--- src/rtl/mod8_tff_counter.sv ---
// Synchronous mod-8 up counter built from three T-type state bits.
// Tc flags the cycle before wrap (count at 7 while enabled).
module mod8_tff_counter (
  input  logic       Clk,
  input  logic       Reset,
  input  logic       En,
  output logic [2:0] Out,
  output logic       Tc
);

  logic q0_q, q1_q, q2_q;
  logic q0_d, q1_d, q2_d;
  logic t0, t1, t2;

  // Toggle terms of a synchronous binary counter; every bit shares Clk.
  always_comb begin
    t0 = 1'b1;
    t1 = q0_q;
    t2 = q0_q & q1_q;
  end

  always_comb begin
    q0_d = q0_q ^ (En & t0);
    q1_d = q1_q ^ (En & t1);
    q2_d = q2_q ^ (En & t2);
  end

  always_ff @(posedge Clk) begin
    if (Reset) begin
      q0_q <= 1'b0;
      q1_q <= 1'b0;
      q2_q <= 1'b0;
    end else begin
      q0_q <= q0_d;
      q1_q <= q1_d;
      q2_q <= q2_d;
    end
  end

  assign Out = {q2_q, q1_q, q0_q};
  assign Tc  = En & q0_q & q1_q & q2_q;

endmodule

--- config.mk ---
export PLATFORM = sky130hd
export DESIGN_NAME = mod8_tff_counter
export DESIGN_NICKNAME = d
export VERILOG_FILES = /design/src/rtl/mod8_tff_counter.sv
export SDC_FILE = /design/constraint.sdc
export NUM_CORES = 1
export LEC_CHECK = 0
export BUFFER_PORTS_ARGS = -buffer_cell sky130_fd_sc_hd__clkbuf_2
export CAP_MARGIN = 20
export CORE_AREA = 2 2 39 41
export DETAILED_ROUTE_END_ITERATION = 6
export DIE_AREA = 0 0 41 43
export GPL_TIMING_DRIVEN = 0
export HOLD_SLACK_MARGIN = 0.05
export PLACE_DENSITY = 0.4
export RECOVER_POWER = 25
export SETUP_SLACK_MARGIN = 0.05
export SLEW_MARGIN = 0
export SYNTH_ARGS = -nofsm -noshare
export SYNTH_HDL_FRONTEND = slang
export SYNTH_SLANG_ARGS = --single-unit
--- constraint.sdc ---
create_clock -name Clk -period 1.5 [get_ports Clk]
set_input_delay 0.075 -clock Clk [delete_from_list [all_inputs] [get_ports Clk]]
set_output_delay 0.075 -clock Clk [all_outputs]
set_load 0.01 [all_outputs]
### Word-level counts from Yosys, hierarchy flattened

Index checks and enable logic that the tools add are counted.

* bits in registers: 3
* word-level logic and storage cells: 11

* bitwise logic cells: 8

Operators with widths (count)
* $and A1 B1 Y1: 5
* $xor A1 B1 Y1: 3

### Depth between registers and ports, before layout

Gate-level depths: netlist of the first run.

* depth in word-level cells: 3
* mapped depth: 3
* gate-level depth less buffers: 3

### Worst setup path before layout of the first run

No wires, ideal clock.

* kind: register -> register
* from: reg q0_q
* to: reg q1_q
* arrival time: 838 ps
* setup slack: 549 ps
* stages on the path, launching flop included: 4
* buffers on the path: 0
* cells stage by stage: dfxtp_1 > ha_1 > ha_1 > nor2b_1

* cells in the longest elaborated chain, start to end: 2

RTL lines
* from (decl): line 11 `logic q0_q, q1_q, q2_q;`
* from (signal assigned): line 34 `q0_q <= q0_d;`
* $and A1 B1 Y1: line 24 `q1_d = q1_q ^ (En & t1);`
* $xor A1 B1 Y1: line 24
* via q1_d: line 12 `logic q0_d, q1_d, q2_d;`
* to (signal assigned): line 35 `q1_q <= q1_d;`
* to (decl): line 11

The timed path passes the listed nets, and every way through them passes these cells.
A chain may end at the register's enable or synchronous reset.

### Final worst setup path of the first run

* from: reg q0_q
* to: out Tc

* cells in the longest elaborated chain, start to end: 3

RTL lines
* $and A1 B1 Y1 (3 in a row): line 41 `assign Tc = En & q0_q & q1_q & q2_q;`
* to (decl): line 8 `output logic Tc`

Every way passes these cells.

==> results of run 1 <==
cell usage after synthesis (all sizes together):
cell,number
and2,1
buf,3
dfxtp,3
ha,2
mux2,1
nand3,1
nor2,1
nor2b,3
tightest hold or removal path: cells and delay by family:
kind,cells,cell delay (ns)
adders and majority gates,1,0.12
buffers and inverters,1,0.10
and+or+nand+nor,1,0.10
where the power goes:
part	leakage [nW]	switching [mW]	internal, mW
Sequential	0.0246	0.00478	0.0860
Clock	0.0150	0.0431	0.0998
Combinational	0.0873	0.0122	0.0201
flip-flops by register name, summed over array words and instances, names as in the netlist:
| name | flops |
|---|---|
| q1_q | 1 |
| q2_q | 1 |
| q0_q | 1 |
repair_timing:
action | 4_1_cts | 5_1_grt
buffers inserted | 0 | 0
endpoints found under the setup margin | 0 | 0
hold endpoints to repair | 2 | 0
hold buffers | 1 | 0
final cells by class:
type,instances,area (um2)
fillers,153,1141
repair buffers,7,40.04
flip-flops and latches,3,60.06
well taps,16,20.02
multi-input cells,9,73.82
plain buffers,3,22.52
clock buffers,4,26.28
how the worst max path moves through the flow:
stage	cells after the start	endpoint	from
final	4	Tc	q0_q
after global routing	4	Tc	q0_q
after CTS	4	Tc	q0_q
after detailed placement	4	Tc	q0_q
after global placement	4	Tc	q0_q
after floorplan	3	q1_q	q0_q
kinds of logic (layout without fill, tap and decap cells):
kind of cell / after synthesis / count (layout) / synth area share, %
DFF: 3 / 3 / 38.40
muxes: 1 / 1 / 9.597
and+or+nand+nor: 6 / 6 / 21.60
adders and majority gates: 2 / 2 / 16.00
buffers and inverters: 3 / 14 / 14.40
layer usage:
metal | part of all wire, % | up-vias
met5 | 0 | -
met4 | 0 | 0
met3 | 14 | 0
met2 | 41 | 7
met1 | 45 | 54
li1 | - | 67
metrics by stage:
stage	cell area, um2	hold slack (ns)	setup slack [ns]
finish	242.7	0.1956	0.2380
global route	242.7	0.2090	0.1633
CTS	242.7	0.1923	0.2202
detailed placement	206.4	0.2968	0.4807
global placement	206.4	0.2815	0.5033
floorplan	156.4	0.1466	0.5486
==> impl_metrics.csv, run 1 <==
group,metric,value,unit
status,status,"finished, final reports clean",
global_routing,overflow,0,
sta,period_needed,1.262,ns
clock_network,cts_max_path_buffers,2,
sta,slew_viol_final,0,
synth,postSynthAreaPerCell,10.43,um2
floorplanning,core,0.001384,mm2
routing,vias,128,
synth,synthCells,15,
sta,slew_headroom,91.50,%
final_layout,fin_util,17.54,%
final_layout,finalNonFillerCells,42,
power,power_density,1095,mW/mm2
routing,drt_iter0_markers,0,
clock_network,post_cts_resize_count,0,
routing,finalWirelength,317,um
critical_path,critPathArrivalTime,1.19,ns
clock_network,root_buffer,"clkbuf_4",
routing,drc,0,
routing,dr.pass1.iters,1,
final_layout,area_growth,55.20,%
power,peakVddDrop,316.7,uV
floorplanning,std_cell_rows,14,
synth,seq_area_frac_synth,38.40,%
floorplanning,ios,7,
placement,io_buffers,6,
clock_network,clock_sinks,3,
hold_path,hold_depth,3,
routing,ant_nets,0,
floorplanning,initial_core_util,11.30,%
clock_network,clkTransAtPathRegs,0.04,ns
global_routing,busiest_layer,"met4",
critical_path,setup.worst_path.end_class,"output pin",
critical_path,start_kind,"register",
clock_network,htreeDepth,1,
critical_path,r2r-start,"q0_q",
global_routing,use_met1,4.473,%
final_layout,drive_gt1_share,50.00,%
critical_path,slowest_stage,"dfxtp_1",
sta,worst_pin_slew,0.1274,ns
global_routing,grt_max_degree,5,
synth,ys_seq_elements,3,
global_routing,grt_pass1_vias,145,
placement,dp_cells,37,
hold_path,min_from,"En",
power,power.total,0.2659,mW
critical_path,reg2regPathDepth,3,
sta,rsz0062_at_grt,"false",
synth,yosys_warnings,0,
sta,fin_crit_sh,84.14,%
critical_path,slowest_delay,0.32,ns
critical_path,required,1.42,ns
floorplanning,fp.dieArea,0.001763,mm2
synth,ys_types,8,
synth,syn_nets,20,
global_routing,antenna_found_initial,0,
job,maxCapViolations,0,
sta,fmax,792.4,MHz
critical_path,reg2reg_slack,0.49,ns
global_routing,grt_use_met3,1.571,%
critical_path,critPathTopFamily,"adder cells",
final_layout,mostFrequentLayoutCell,"clkbuf_2",
synth,synth_area_leader_cell,"dfxtp_1",
sta,finalHoldViolations,0,
clock_network,cts_tree,"done",
hold_path,hold_end,"q0_q",
floorplanning,die_w,41,um
sta,tns,0,ns
final_layout,layout_common_cells,"clkbuf_2 (6), nor2b_1 (3), buf_4 (3), clkbuf_4 (3), dfxtp_1 (3)",
hold_path,min_path_type,"input port to register",
critical_path,path_buf_inv,1,
final_layout,antennaDiodeCount,0,
critical_path,crit_type,"register to output pin",
critical_path,path_cells,"ha_1 > ha_1 > and2_1 > clkbuf_2",
placement,place_congestion,0.5243,
critical_path,cp_common_cell,"ha_1",
global_routing,grt_usage,4.709,%
synth,synthTopCellsByArea,"dfxtp_1 (38%), ha_1 (16%), buf_4 (14%), nor2b_1 (12%), mux2_4 (9.6%)",
routing,routed_via_density,3.048,
floorplanning,die_y,43,um
global_routing,grt_pass1_wl,496,um
power,p_leak,0.1268,nW
global_routing,grt_util_met2,5.625,%
sta,finalSetupViolations,0,
critical_path,cp_max_fo,3,
final_layout,fin_nets,32,
clock_network,cts_buffers,3,
clock_network,clk_latency,0.23,ns
routing,wire_per_inst,7.548,um
synth,synth_area,156.4,um2
synth,netlist.area_leader.share,38.40,%
sta,fin_skew,0.005116,ns
critical_path,regToRegEndpoint,"q1_q",
(Power assumes the default switching activity.)
==> run 2: changes to the inputs <==
ABC_AREA = 1   (was not set)
clock period = 1.1 ns   (was 1.5 ns; I/O delays follow)
==> run 2 against run 1 <==
Against the previous run: the flow now finishes with violations (setup timing); cell count is 17% higher; combinational power is 87% higher; sequential share of layout area is 3.3 points lower; final area is 18% higher; total power is 42% higher; sequential cell count stayed put; critical path depth is 1 higher; setup slack worse by 0.25 ns.
==> impl_metrics.csv, run 2 <==
group,metric,value,unit
synth,seq_area_frac_synth,38.10,%
sta,tns,-0.009996,ns
clock_network,clock_sinks,3,
floorplanning,core,0.001384,mm2
floorplanning,initial_core_util,11.39,%
critical_path,setup.worst_path.end_class,"output pin",
job,maxCapViolations,0,
synth,synth_edf_count,0,
routing,drc,0,
routing,routed_via_density,3.020,
final_layout,area_growth,81.75,%
clock_network,clk_latency,0.23,ns
final_layout,drive_gt1_share,54.55,%
global_routing,grt_pass1_wl,358,um
power,p_leak,0.1484,nW
floorplanning,ios,7,
status,violations,"setup timing",
synth,syn_nets,26,
final_layout,nFillCells,158,
hold_path,min_path_type,"input port to register",
final_layout,fin_nets,39,
placement,placed_cell_area,207.7,um2
final_layout,antennaDiodeCount,0,
synth,ys_top_cells_by_count,"inv_1 (5), nor2_1 (4), buf_4 (3), dfxtp_1 (3), nand2_1 (3)",
floorplanning,std_cell_rows,14,
synth,synthTopCellsByArea,"dfxtp_1 (38%), ha_1 (16%), buf_4 (14%), inv_1 (12%), nor2_1 (9.5%)",
synth,synthCells,21,
clock_network,htreeDepth,1,
synth,synthArstFlopShare,0,%
power,peakVddDrop,302.1,uV
synth,netlist.area_leader.share,38.10,%
floorplanning,fp.dieArea,0.001763,mm2
global_routing,grt_pass1_vias,109,
final_layout,seq_area,61.31,um2
clock_network,clkTransAtPathRegs,0.03,ns
sta,period_needed,1.110,ns
synth,yosysMostFrequentCell,"inv_1",
final_layout,mostFrequentLayoutCell,"clkbuf_2",
routing,ant_nets,0,
clock_network,cts_buffers,3,
floorplanning,die_y,43,um
final_layout,largestRegisters,"q0_q (1), q1_q (1), q2_q (1)",
synth,synth_area,157.7,um2
status,status,"complete, but fails checks",
synth,synth_flop_cell,"dfxtp_1",
synth,synth_area_leader_cell,"dfxtp_1",
sta,finalSetupViolations,1,
sta,slew_headroom,87.95,%
sta,fin_crit_sh,100.9,%
power,power.total,0.3766,mW
floorplanning,die_w,41,um
sta,fmax,900.9,MHz
sta,rsz0062_at_grt,"true",
global_routing,grt_max_degree,4,
sta,finalHoldViolations,0,
final_layout,fin_area,286.5,um2
global_routing,grt_usage,4.108,%
final_layout,multi_input_area,83.83,um2
sta,slew_viol_final,0,
final_layout,fin_util,20.71,%
synth,ys_types,7,
placement,io_buffers,6,
clock_network,root_buffer,"clkbuf_4",
routing,drt_iter0_markers,0,
critical_path,required,1.04,ns
critical_path,critPathArrivalTime,1.05,ns
sta,worst_pin_slew,0.1806,ns
synth,ys_seq_elements,3,
routing,vias,148,
global_routing,antenna_found_initial,0,
routing,finalWirelength,307,um
critical_path,cp_max_fo,2,
final_layout,finalNonFillerCells,49,
sta,fin_ws,-0.009996,ns
final_layout,layout_common_cells,"clkbuf_2 (5), inv_1 (4), nor2_1 (4), buf_4 (4), clkbuf_4 (3)",
placement,place_congestion,0.5638,
routing,dr.pass1.iters,1,
critical_path,start_kind,"register",
placement,dp_cells,43,
power,power_density,1315,mW/mm2
clock_network,cts_max_path_buffers,2,
sta,fin_skew,0.0001529,ns
synth,yosys_warnings,0,
critical_path,crit_type,"register to output pin",
routing,wire_per_inst,6.265,um
clock_network,cts_tree,"done",
synth,postSynthAreaPerCell,7.507,um2
global_routing,overflow,0,
-- run 2: cell types whose count changed after synthesis --
cell,change
inv_1,+5
nand2_1,+3
nor2_1,+3
nor2b_1,-3
and2_1,-1
mux2_4,-1
-- run 2: per-stage QoR --
| stage | setup slack [ns] | hold slack, ns |
|---|---|---|
| CTS | -0.02170 | 0.1886 |
| global placement | 0.1538 | 0.2556 |
| global route | -0.04952 | 0.1909 |
| floorplan | 0.1878 | 0.1262 |
| detailed placement | 0.1544 | 0.2614 |
| finish | -0.009996 | 0.1835 |
-- run 2: final timing paths --
kind	start	endpoint	slack, ns	cells after the start
setup / recovery	q0_q	Tc	-0.01	5
setup reg to reg	q0_q	q1_q	0.21	4
hold reg to reg	q2_q	q2_q	0.55	3
hold / removal	En	q0_q	0.18	4
-- run 2: repair_timing --
action / CTS / global route
endpoints found under the setup margin: 1 / 1
hold buffers: 1 / 0
hold endpoints to repair: 2 / 0
buffers inserted: 1 / 0
resized for setup: 5 / 4
pin swaps: 0 / 1
-- run 2: worst max-delay path, stage by stage, from the launching register on --
cell,delay [ns]
dfxtp_2,0.32
ha_4,0.16
ha_4,0.15
nand2_2,0.06
inv_2,0.03
buf_6,0.10
-- run 2: cell type report --
class,count,share of cell area [%]
Clock buffer,4,9.170
Buffer,3,7.860
Inverter,5,6.550
Sequential cell,3,21.40
Timing Repair Buffer,8,18.78
Tap cell,16,6.987
Multi-Input combinational cell,10,29.26
-- run 2: report_power, final --
part	switching [mW]	leakage (nW)	internal [mW]
sequential	0.00903	0.0249	0.118
combinational	0.0238	0.109	0.0365
clock	0.0533	0.0150	0.136
total	0.0862	0.148	0.290
-- run 2: logic make-up after synthesis --
| group | Yosys count | share of synthesized area (%) |
|---|---|---|
| AND/OR/NAND/NOR | 8 | 19.83 |
| adder cells (fa/ha/maj) | 2 | 15.87 |
| buffers and inverters | 8 | 26.19 |
| flip-flops | 3 | 38.10 |
-- run 2: metal layers --
layer,track usage [%],vias to the layer above,share of wire (%)
met2,4.688,6,52
met5,0,-,0
li1,-,81,-
met1,2.556,61,34
met4,6.000,0,0
met3,4.712,0,13
==> run 3: changes to the inputs <==
BUFFER_PORTS_ARGS = -buffer_cell sky130_fd_sc_hd__buf_4   (was -buffer_cell sky130_fd_sc_hd__clkbuf_2)
SKIP_CTS_REPAIR_TIMING = 1   (was not set)
==> run 3 against run 2 <==
Against the previous run: the flow still finishes with violations (setup timing); critical endpoint unchanged; critical path depth stayed put; sequential cell count stayed put; register-to-register slack hardly changed; total power is 0.64% lower; die area stayed put; global-route usage is 0.20 points lower; cell count is 2.0% lower; utilization is 0.18 points higher; clock-buffer cell count stayed put; sequential share of layout area is 0.19 points lower; routed wire length is 5.2% lower.
==> impl_metrics.csv, run 3 (same netlist as run 2, synthesis figures left out) <==
group,metric,value,unit
global_routing,overflow,0,
critical_path,critPathArrivalTime,1.06,ns
global_routing,grt_use_met3,4.712,%
critical_path,reg2regPathDepth,4,
final_layout,layout_common_cells,"buf_4 (8), inv_1 (5), nor2_1 (4), nand2_1 (3), clkbuf_4 (3)",
routing,drt_iter0_markers,0,
final_layout,fin_nets,38,
power,peakVddDrop,312.6,uV
floorplanning,core,0.001384,mm2
sta,finalHoldViolations,0,
power,netSwitchingPower,0.08277,mW
hold_path,min_from,"En",
status,status,"complete, but fails checks",
routing,vias,137,
critical_path,setup.worst_path.end_class,"output pin",
clock_network,root_buffer,"clkbuf_4",
clock_network,htreeDepth,1,
sta,slew_viol_final,0,
final_layout,antennaDiodeCount,0,
final_layout,drive_gt1_share,46.88,%
global_routing,grt_pass1_vias,106,
final_layout,nFillCells,164,
floorplanning,initial_core_util,11.39,%
sta,fin_skew,0.001695,ns
critical_path,cp_common_cell,"ha_4",
floorplanning,fp.dieArea,0.001763,mm2
job,maxCapViolations,0,
placement,hpwlAfterDp,210.1,um
hold_path,hold_depth,4,
power,swShare,22.12,%
critical_path,path_buf_inv,2,
hold_path,min_path_type,"input port to register",
floorplanning,die_y,43,um
power,power_density,1295,mW/mm2
placement,dp_slack,0.1521,ns
power,p_leak,0.1484,nW
power,clock_power_share,50.0,%
power,p_int,0.2915,mW
final_layout,mostFrequentLayoutCell,"buf_4",
global_routing,busiest_layer,"met4",
routing,dr.pass1.iters,1,
status,violations,"setup timing",
critical_path,r2r-start,"q0_q",
power,comb_power_share,16.0,%
sta,worst_pin_slew,0.1636,ns
floorplanning,die_w,41,um
global_routing,grt_usage,3.912,%
placement,io_buffers,6,
hold_path,hold_end,"q0_q",
sta,rsz0062_at_grt,"true",
clock_network,cts_buffers,3,
routing,finalWirelength,291,um
global_routing,grt_pass1_wl,351,um
clock_network,cts_max_path_buffers,2,
clock_network,clk_latency,0.23,ns
final_layout,area_growth,83.33,%
critical_path,required,1.04,ns
global_routing,grt_util_met2,3.125,%
placement,place_congestion,0.5867,
clock_network,cts_tree,"done",
sta,finalSetupViolations,1,
sta,period_needed,1.111,ns
floorplanning,std_cell_rows,14,
sta,tns,-0.01115,ns
critical_path,path_cells,"ha_4 > ha_4 > nand2_1 > inv_1 > buf_6",
routing,wire_per_inst,6.063,um
sta,fmax,900.0,MHz
critical_path,regToRegEndpoint,"q1_q",
routing,drc,0,
floorplanning,ios,7,
routing,ant_nets,0,
clock_network,clock_sinks,3,
sta,fin_crit_sh,101.0,%
sta,fin_ws,-0.01115,ns
global_routing,use_met1,3.526,%
global_routing,grt_max_degree,4,
sta,slew_headroom,89.08,%
critical_path,slowest_stage,"dfxtp_2",
critical_path,slowest_delay,0.33,ns
critical_path,critPathTopFamily,"flip-flops",
critical_path,reg2reg_slack,0.21,ns
routing,routed_via_density,2.854,
global_routing,antenna_found_initial,0,
critical_path,start_kind,"register",
clock_network,clkTransAtPathRegs,0.03,ns
power,pwr-share-seq,34.0,%
critical_path,cp_max_fo,3,
final_layout,largestRegisters,"q0_q (1), q1_q (1), q2_q (1)",
critical_path,crit_type,"register to output pin",
==> run 3: cell count changes in the layout (fill, tap and decap cells not counted), sizes merged <==
cell | before | now
buf | 5 | 9
clkbuf | 9 | 4
==> run 3: layout make-up <==
cell class | count | area [um2] | area share (%)
Buffer | 3 | 22.52 | 7.792
Clock buffer | 4 | 26.28 | 9.091
Inverter | 5 | 18.77 | 6.494
Multi-Input combinational cell | 10 | 81.33 | 28.14
Sequential cell | 3 | 61.31 | 21.21
Tap cell | 16 | 20.02 | 6.926
Timing Repair Buffer | 7 | 58.81 | 20.35
==> run 3: how the worst max path moves through the flow <==
stage	startpoint	endpoint	slack, ns	cells past startpoint
2_1_floorplan	q0_q	q1_q	0.19	4
3_3_place_gp	q0_q	q1_q	0.16	4
3_5_place_dp	q0_q	q1_q	0.15	4
4_1_cts	q0_q	Tc	-0.09	5
5_1_grt	q0_q	Tc	-0.05	5
6_report	q0_q	Tc	-0.01	5
==> run 3: power groups by stage <==
stage          registers [mW]  clock network (mW)  logic, mW
3_5_place_dp            0.125                   0     0.0500
3_3_place_gp            0.125                   0     0.0496
2_1_floorplan           0.124                   0     0.0286
6_report                0.127               0.187     0.0599
5_1_grt                 0.128               0.214     0.0662
4_1_cts                 0.123               0.199     0.0502
==> run 3: worst register-to-register path: stages, from the launching register on <==
cell and delay, ns:
dfxtp_2 0.33, ha_4 0.16, ha_4 0.25, inv_1 0.03, nor2_1 0.06
==> run 3: through the flow <==
stage	std cells	area (um2)	utilization, %	hold slack, ns	power (mW)
floorplan	21	157.7	-	0.1262	0.1521
global placement	43	222.7	16.09	0.2377	0.1747
detailed placement	43	222.7	16.09	0.2386	0.1747
CTS	47	249.0	17.99	-0.005151	0.3722
global route	48	289.0	20.89	0.1756	0.4089
finish	48	289.0	20.89	0.1798	0.3742
==> run 3: per-layer routing <==
metal	up-vias	share of wire, %
li1	79	-
met1	52	40
met2	6	46
met3	0	14
met4	0	0
met5	-	0
